## src/rtl/uart_tx_arbiter_pkg.sv

```systemverilog
// Shared types and constants for the two-requester UART transmit arbiter.
package uart_arb_pkg;

    typedef enum logic [2:0] {
        IDLE  = 3'd0,
        LOAD  = 3'd1,
        START = 3'd2,
        WAIT  = 3'd3,
        GAP   = 3'd4
    } state_t;

    localparam logic [1:0] GNT_NONE = 2'b00;
    localparam logic [1:0] GNT_0    = 2'b01;
    localparam logic [1:0] GNT_1    = 2'b10;

    localparam int DEF_GAP_CYCLES    = 27;
    localparam int DEF_MAX_MSG_BYTES = 16;

endpackage

```

## src/rtl/uart_tx_arbiter_if.sv

```systemverilog
// Byte-stream handshake from the two requesters plus the transmitter start/busy link.
interface uart_tx_arbiter_if;
    logic       s0_valid;
    logic [7:0] s0_data;
    logic       s0_last;
    logic       s0_ready;
    logic       s1_valid;
    logic [7:0] s1_data;
    logic       s1_last;
    logic       s1_ready;
    logic       tx_start;
    logic [7:0] tx_data;
    logic       tx_busy;

    modport slave (
        input  s0_valid, s0_data, s0_last,
        input  s1_valid, s1_data, s1_last,
        input  tx_busy,
        output s0_ready, s1_ready, tx_start, tx_data
    );

    modport master (
        output s0_valid, s0_data, s0_last,
        output s1_valid, s1_data, s1_last,
        output tx_busy,
        input  s0_ready, s1_ready, tx_start, tx_data
    );
endinterface

```

## src/rtl/uart_tx_arbiter_rr.sv

```systemverilog
// Two-input round-robin pick; on a tie the requester that did not own last wins.
module rr_arbiter_2
    import uart_arb_pkg::*;
(
    input  logic [1:0] req,
    input  logic       last_owner,
    output logic [1:0] gnt
);

    always_comb begin
        gnt = GNT_NONE;
        case (req)
            2'b01:   gnt = GNT_0;
            2'b10:   gnt = GNT_1;
            2'b11:   gnt = last_owner ? GNT_0 : GNT_1;
            default: gnt = GNT_NONE;
        endcase
    end

endmodule

```

## src/rtl/uart_tx_arbiter.sv

```systemverilog
// Grants whole messages to one of two requesters and feeds bytes into a UART
// transmitter with a start/busy handshake and an idle gap between messages.
module uart_tx_arbiter
    import uart_arb_pkg::*;
#(
    parameter int GAP_CYCLES    = DEF_GAP_CYCLES,
    parameter int MAX_MSG_BYTES = DEF_MAX_MSG_BYTES
) (
    input  logic              clk,
    input  logic              rst,
    uart_tx_arbiter_if.slave  bus,
    output logic [1:0]        grant,
    output logic              msg_done,
    output logic              msg_trunc
);

    localparam int CW = $clog2(MAX_MSG_BYTES + 1);
    localparam int GW = (GAP_CYCLES > 0) ? $clog2(GAP_CYCLES + 1) : 1;

    state_t          state_reg;
    logic [1:0]      grant_reg;
    logic            last_owner_reg;
    logic [CW-1:0]   byte_cnt_reg;
    logic [GW-1:0]   gap_cnt_reg;
    logic [7:0]      tx_data_reg;
    logic            last_flag_reg;
    logic            blank_reg;
    logic            msg_done_reg;
    logic            msg_trunc_reg;

    logic [1:0] valid_vec;
    logic [1:0] ready_vec;
    logic [1:0] pick;
    logic       accept;
    logic [7:0] data_sel;
    logic       last_sel;

    assign valid_vec = {bus.s1_valid, bus.s0_valid};

    for (genvar gi = 0; gi < 2; gi++) begin : g_ready
        assign ready_vec[gi] = (state_reg == LOAD) && grant_reg[gi] && valid_vec[gi] && !bus.tx_busy;
    end

    assign accept   = |ready_vec;
    assign data_sel = grant_reg[1] ? bus.s1_data : bus.s0_data;
    assign last_sel = grant_reg[1] ? bus.s1_last : bus.s0_last;

    rr_arbiter_2 u_rr (
        .req        (valid_vec),
        .last_owner (last_owner_reg),
        .gnt        (pick)
    );

    always_ff @(posedge clk) begin
        if (rst) begin
            state_reg      <= IDLE;
            grant_reg      <= GNT_NONE;
            last_owner_reg <= 1'b1;
            byte_cnt_reg   <= '0;
            gap_cnt_reg    <= '0;
            tx_data_reg    <= 8'h00;
            last_flag_reg  <= 1'b0;
            blank_reg      <= 1'b0;
            msg_done_reg   <= 1'b0;
            msg_trunc_reg  <= 1'b0;
        end else begin
            msg_done_reg  <= 1'b0;
            msg_trunc_reg <= 1'b0;
            case (state_reg)
                IDLE: begin
                    if (|valid_vec) begin
                        grant_reg <= pick;
                        state_reg <= LOAD;
                    end
                end
                // A requester that pauses mid-message keeps the grant.
                LOAD: begin
                    if (accept) begin
                        tx_data_reg   <= data_sel;
                        last_flag_reg <= last_sel;
                        byte_cnt_reg  <= byte_cnt_reg + CW'(1);
                        state_reg     <= START;
                    end
                end
                START: begin
                    blank_reg <= 1'b1;
                    state_reg <= WAIT;
                end
                // First WAIT cycle is blanked: the transmitter may not have raised busy yet.
                WAIT: begin
                    blank_reg <= 1'b0;
                    if (!blank_reg && !bus.tx_busy) begin
                        if (last_flag_reg || (byte_cnt_reg == CW'(MAX_MSG_BYTES))) begin
                            msg_done_reg   <= last_flag_reg;
                            msg_trunc_reg  <= !last_flag_reg;
                            grant_reg      <= GNT_NONE;
                            last_owner_reg <= grant_reg[1];
                            byte_cnt_reg   <= '0;
                            if (GAP_CYCLES == 0) begin
                                state_reg <= IDLE;
                            end else begin
                                gap_cnt_reg <= GW'(GAP_CYCLES);
                                state_reg   <= GAP;
                            end
                        end else begin
                            state_reg <= LOAD;
                        end
                    end
                end
                GAP: begin
                    gap_cnt_reg <= gap_cnt_reg - GW'(1);
                    if (gap_cnt_reg <= GW'(1)) begin
                        state_reg <= IDLE;
                    end
                end
                default: state_reg <= IDLE;
            endcase
        end
    end

    assign bus.s0_ready = ready_vec[0];
    assign bus.s1_ready = ready_vec[1];
    assign bus.tx_start = (state_reg == START);
    assign bus.tx_data  = tx_data_reg;
    assign grant        = grant_reg;
    assign msg_done     = msg_done_reg;
    assign msg_trunc    = msg_trunc_reg;

endmodule

```

## src/flat_wrapper.sv

```systemverilog
// flat-port wrapper written by rule: the top's interface ports become plain ports
module uart_tx_arbiter_flat import uart_arb_pkg::*;
#(
    parameter int GAP_CYCLES    = DEF_GAP_CYCLES,
    parameter int MAX_MSG_BYTES = DEF_MAX_MSG_BYTES
)
  (clk, rst, grant, msg_done, msg_trunc, bus_s0_valid, bus_s0_data, bus_s0_last, bus_s1_valid, bus_s1_data, bus_s1_last, bus_tx_busy, bus_s0_ready, bus_s1_ready, bus_tx_start, bus_tx_data);
  uart_tx_arbiter_if bus_i ();
  input  logic clk;
  input  logic rst;
  output logic [1:0] grant;
  output logic msg_done;
  output logic msg_trunc;
  input wire logic [$bits(bus_i.s0_valid)-1:0] bus_s0_valid;
  input wire logic [$bits(bus_i.s0_data)-1:0] bus_s0_data;
  input wire logic [$bits(bus_i.s0_last)-1:0] bus_s0_last;
  input wire logic [$bits(bus_i.s1_valid)-1:0] bus_s1_valid;
  input wire logic [$bits(bus_i.s1_data)-1:0] bus_s1_data;
  input wire logic [$bits(bus_i.s1_last)-1:0] bus_s1_last;
  input wire logic [$bits(bus_i.tx_busy)-1:0] bus_tx_busy;
  output wire logic [$bits(bus_i.s0_ready)-1:0] bus_s0_ready;
  output wire logic [$bits(bus_i.s1_ready)-1:0] bus_s1_ready;
  output wire logic [$bits(bus_i.tx_start)-1:0] bus_tx_start;
  output wire logic [$bits(bus_i.tx_data)-1:0] bus_tx_data;
  assign bus_i.s0_valid = bus_s0_valid;
  assign bus_i.s0_data = bus_s0_data;
  assign bus_i.s0_last = bus_s0_last;
  assign bus_i.s1_valid = bus_s1_valid;
  assign bus_i.s1_data = bus_s1_data;
  assign bus_i.s1_last = bus_s1_last;
  assign bus_i.tx_busy = bus_tx_busy;
  assign bus_s0_ready = bus_i.s0_ready;
  assign bus_s1_ready = bus_i.s1_ready;
  assign bus_tx_start = bus_i.tx_start;
  assign bus_tx_data = bus_i.tx_data;
  uart_tx_arbiter #(.GAP_CYCLES(GAP_CYCLES), .MAX_MSG_BYTES(MAX_MSG_BYTES)) u_core (.clk(clk), .rst(rst), .bus(bus_i), .grant(grant), .msg_done(msg_done), .msg_trunc(msg_trunc));
endmodule
```

## config.mk

```make
export PLATFORM = sky130hd
export DESIGN_NAME = uart_tx_arbiter_flat
export DESIGN_NICKNAME = d
export VERILOG_FILES = /design/src/rtl/uart_tx_arbiter_pkg.sv /design/src/rtl/uart_tx_arbiter_if.sv /design/src/rtl/uart_tx_arbiter_rr.sv /design/src/rtl/uart_tx_arbiter.sv /design/src/flat_wrapper.sv
export SDC_FILE = /design/constraint.sdc
export NUM_CORES = 1
export LEC_CHECK = 0
export ABC_CLOCK_PERIOD_IN_PS = 3070
export CAP_MARGIN = 20
export CORE_AREA = 2 2 87 72
export CTS_CLUSTER_SIZE = 10
export DETAILED_ROUTE_END_ITERATION = 8
export DIE_AREA = 0 0 89 74
export DONT_BUFFER_PORTS = 1
export MAX_ROUTING_LAYER = met4
export SKIP_LAST_GASP = 1
export SLEW_MARGIN = 0
export SYNTH_ARGS = -nofsm -noshare
export SYNTH_HDL_FRONTEND = slang
export SYNTH_SLANG_ARGS = --single-unit
```

## constraint.sdc

```tcl
create_clock -name clk -period 3.07 [get_ports clk]
set_clock_uncertainty 0.05 [all_clocks]
set_input_delay 0.614 -clock clk [delete_from_list [all_inputs] [get_ports clk]]
set_output_delay 0.614 -clock clk [all_outputs]
set_load 0.02 [all_outputs]
```

Word level (Yosys, flattened, before mapping)
Index checks and enable logic that the tools add are counted.

Register bits after elaboration: 28. Bits of input ports: 23. Output and inout bits: 15. Word-level logic and storage cells: 76.

Add/sub/neg operators: 2. $lt $le $gt $ge: 1. Equal/unequal tests: 13. Multiplexer cells: 22. Bitwise logic cells: 3. Reductions and logical operators: 25.

Operators with widths (number): 2-to-1 mux 5 bit (5); one-hot mux 5 bit (2 select lines) (2); 2-to-1 mux 3 bit (5); one-hot mux 3 bit (5 select lines) (1); AND reduction 4 bit (3); != test 2 x 1 -> 1 bit (second input constant) (5); 2-to-1 mux 2 bit (4); 2-to-1 mux 8 bit (1); nonzero test 2 bit (4); logical AND 1 bit (7); == test 3 x 2 -> 1 bit (second input constant) (2); one-hot mux 2 bit (3 select lines) (1); AND reduction 3 bit (2); adder 5 x 1 -> 5 bit (second input constant) (1); == test 5 bit (second input constant) (1); <= comparator 5 x 1 -> 1 bit (second input constant) (1); subtractor 5 x 1 -> 5 bit (second input constant) (1); == test 2 bit (second input constant) (2); one-hot mux 2 bit (2 select lines) (1); OR reduction 2 bit (2); OR reduction 4 bit (1); == test 3 x 1 -> 1 bit (second input constant) (1); == test 3 bit (second input constant) (1); logical NOT 1 bit (3); other kinds (7) (9).

Depth between registers and ports, before layout
Depth in word-level cells: 7. Mapped depth: 5. Gate-level depth less buffers: 5.

Modules after synthesis
From an unflattened synthesis, not the netlist that was laid out.

Cells, all modules: 154. Area, all modules: 1377.6 um^2.

Modules (own cells, without submodules): uart_tx_arbiter (instances 1, cells each 151, area an instance 1358.8 um^2, seq. area each 560.5 um^2); rr_arbiter_2 (instances 1, cells each 3, area an instance 18.8 um^2, seq. area each 0.0 um^2).

Worst setup path after synthesis
OpenSTA, ideal clock, no wires.

Kind: input to output. From: input bus_tx_busy. To: output bus_s0_ready. Data arrival time: 1648 ps. Data required time: 2406 ps. Slack: 758 ps. Stages on the path: 3. Path buffers: 1. Cells stage by stage: nor4b_1 > clkbuf_1 > and3_1.

Word-level cells in the longest chain between the ends: 2.

Ends and longest elaborated chain: from (decl) (RTL line flat_wrapper.sv:20) `input wire logic [$bits(bus_i.tx_busy)-1:0] bus_tx_busy;`; logical NOT 1 bit (RTL line uart_tx_arbiter.sv:41) `assign ready_vec[gi] = (state_reg == LOAD) && grant_reg[gi] && valid_vec[gi] && !bus.tx_busy;`; logical AND 1 bit (RTL line uart_tx_arbiter.sv:41); to (decl) (RTL line flat_wrapper.sv:21) `output wire logic [$bits(bus_i.s0_ready)-1:0] bus_s0_ready;`.

No other way between the ends.

Final worst setup path
From: register u_core.state_reg[0]. To: output bus_s0_ready.

Word-level cells in the longest chain between the ends: 4.

Ends and longest elaborated chain: from (decl) (RTL line uart_tx_arbiter.sv:20) `state_t state_reg;`; from (signal assigned) (RTL line uart_tx_arbiter.sv:56) `state_reg <= IDLE;`; from (signal assigned) (RTL line uart_tx_arbiter.sv:73) `state_reg <= LOAD;`; from (signal assigned) (RTL line uart_tx_arbiter.sv:82) `state_reg <= START;`; == test 3 x 1 -> 1 bit (RTL line uart_tx_arbiter.sv:41); logical AND 1 bit (3 in series) (RTL line uart_tx_arbiter.sv:41).

No other way between the ends.

==> impl_metrics.toml <==
[run_status]
status = "finished, final reports clean"

[synthesis]
synth_fa_ha_area_frac = 0.0362
synth_edf_count = 0
synth_flop_cell = "dfxtp_1"
ys_seq_area_frac = 0.405
synth_compound_area_frac = 0.267
synth.top_cell.area_share = 0.405
syn_inst = 150
synth.area.mux_share = 0.0723
yosysWarnings = 0
synth-xor-area-share = 0.00633
synthTopCellsByArea = "dfxtp_1, a211oi_1, mux2i_1, a21oi_1, ha_1"
synth-async-reset-ratio = 0
yosys.area_share.simple = 0.161
synthesis.area_um2 = 1380
yosys.area.top_type = "dfxtp_1"
synth_top_family_by_area = "compound AO/OA/AOI/OAI gates"
ys_types = 41
synthesis.nets = 177
synth.avg_cell_area_um2 = 9.23
ys_ff_latch = 28

[clock_tree]
cts.repair.resized = 0
cts_max_path_buffers = 2
ctsHtreeMaxLevel = 1
cts_buffers = 3
cts_setup_buffers = 0
clk_pin_slew_ps = 100
cts-root-buf = "clkbuf_8"
cts.sinks = 28
cts.hold.buffers_added = 0
cts_tree = "done"
clk_latency_ps = 280

[floorplan]
core_region_area_um2 = 5760
fp.dieH_um = 74
start_util = 0.240
ios = 38
die-width_um = 89
dieArea_um2 = 6590
rows = 25

[job]
max_cap_violations = 0

[setup_path]
crit_fanout = 12
path_class = "flop to primary output"
rr_worst_depth = 4
r2r-start = "u_core.state_reg[0]$_SDFFE_PP0P_"
startpoint_type = "flop"
r2r_end = "u_core.byte_cnt_reg[0]$_SDFFE_PP0P_"
cp_data_required_time_ps = 2410
r2r_setup_slack_ps = 950
endpoint_kind = "primary output"
arrival_ps = 1700

[route]
vias_per_cell = 5.03
drc = 0
drtIter0Drc = 86
dr.pass1.iters = 4
antenna_left = 0
wirelength_um = 3110
vias = 1153
detail_route.wl_per_cell_um = 13.6

[layout]
nets = 176
drive_above_1_share = 0.101
final_cell_area_um2 = 1560
antenna_cells = 0
area_growth_pct = 12.6
largest_reg_flops = 8

[sta]
drv_slew = 0
fmax_ghz = 0.424
fin_crit_ps = 2360
hold_viol = 0
finalCritPeriodShare = 0.769
whs_ps = 343
setup_viol = 0
rsz0062_at_grt = "false"
setup_tns_ps = 0
relSlewSlack = 0.478
worst_slew_pin_slew_ps = 782

[placement]
finalWeightedCongestion = 0.768
hpwl_um = 2230
numPortBuffers = 0
dpl_cell_area_um2 = 1490

[power]
p_leak_nw = 0.483
power.total_mw = 0.729
power_density_nw_per_um2 = 468
vdd_drop_max_mv = 0.249

[grt]
antenna_found_initial = 0
grt-ovfl-total = 0
grt_use_total = 0.106
grt_max_degree = 31
grt_pass1_wl_um = 5310
grt_pass1_vias = 1058

[worst_hold_path]
holdPathEnd = "u_core.gap_cnt_reg[4]$_SDFFE_PP0P_"
min_from = "rst"
worstHoldPathCells = 1
hold_path_class = "input port to flop"
-- critical path, stage by stage, from the launching register on --
cell and delay (ps):
dfxtp_1 570, nor4b_2 340, buf_4 220, and3_1 280
-- cells in the mapped netlist, drive strengths merged, types with 2 or more instances --
cell / number
a211oi: 15
o41ai: 3
or4: 5
o21ai: 2
nand2b: 2
buf: 2
mux2i: 10
nand3: 3
o31ai: 4
nor3b: 2
nor3: 4
clkbuf: 9
and3: 3
inv: 8
nand3b: 2
nor2: 8
a21oi: 16
ha: 4
dfxtp: 28
-- report_power, final --
group	leakage (nW)	switching, mW	total, mW	internal, mW
registers	0.226	0.0133	0.383	0.370
clock network	0.0357	0.120	0.295	0.175
logic	0.221	0.0284	0.0509	0.0225
total	0.483	0.162	0.729	0.567
-- through the flow --
step | util | cells | setup WS (ps)
3_3_place_gp | 0.258 | 225 | 910
3_5_place_dp | 0.258 | 225 | 876
6_report | 0.271 | 229 | 710
4_1_cts | 0.271 | 229 | 713
5_1_grt | 0.271 | 229 | 622
2_1_floorplan | - | 150 | 758
-- kinds of logic (layout without fill, tap and decap cells) --
logic type                 count (synthesis)  after routing
AOI/OAI and AO/OA                         52             52
adders and majority gates                  4              4
xor gates and xnor gates                   1              1
DFF                                       28             28
and+or+nand+nor                           36             36
muxes                                     10             10
buffers and inverters                     19             17
-- cell usage in the layout (no fill, tap or decap), types with 2 or more instances in the layout --
| cell type | netlist | final |
|---|---|---|
| a211oi_1 | 14 | 14 |
| a21oi_1 | 16 | 16 |
| and3_1 | 3 | 3 |
| buf_4 | 0 | 5 |
| clkbuf_8 | 0 | 3 |
| dfxtp_1 | 28 | 28 |
| ha_1 | 4 | 4 |
| inv_1 | 8 | 8 |
| mux2i_1 | 10 | 10 |
| nand2b_1 | 2 | 2 |
| nand3_1 | 3 | 3 |
| nand3b_1 | 2 | 2 |
| nor2_1 | 8 | 8 |
| nor3_1 | 4 | 4 |
| nor3b_1 | 2 | 2 |
| o21ai_0 | 2 | 2 |
| o31ai_1 | 4 | 4 |
| o41ai_1 | 3 | 3 |
| or4_1 | 5 | 5 |
-- worst max path at each step --
stage                                startpoint                             endpoint  slack [ps]  depth (start not counted)
3_5_place_dp                        bus_tx_busy  u_core.byte_cnt_reg[0]$_SDFFE_PP0P_         880                          4
3_3_place_gp                        bus_tx_busy  u_core.byte_cnt_reg[0]$_SDFFE_PP0P_         910                          4
5_1_grt        u_core.state_reg[0]$_SDFFE_PP0P_                         bus_s0_ready         620                          3
6_report       u_core.state_reg[0]$_SDFFE_PP0P_                         bus_s0_ready         710                          3
2_1_floorplan                       bus_tx_busy                         bus_s0_ready         760                          3
4_1_cts        u_core.state_reg[0]$_SDFFE_PP0P_                         bus_s1_ready         710                          3
-- routing by layer --
metal | share of wire | vias to the layer above | GRT usage
li1 | - | 573 | -
met4 | 0.012 | 0 | 0.0348
met5 | 0 | - | -
met3 | 0.076 | 5 | 0.0211
met2 | 0.43 | 41 | 0.153
met1 | 0.48 | 534 | 0.149
-- cell type report --
cell class	count	area (um2)
fill	630	4200
multi-input combinational	103	757
sequential	28	561
tap	81	101
clock buffer	3	41.3
timing repair buffer	5	37.5
clock inverter	1	30.0
inverter	8	30.0
Note: power is estimated with default switching activity, not from simulation.
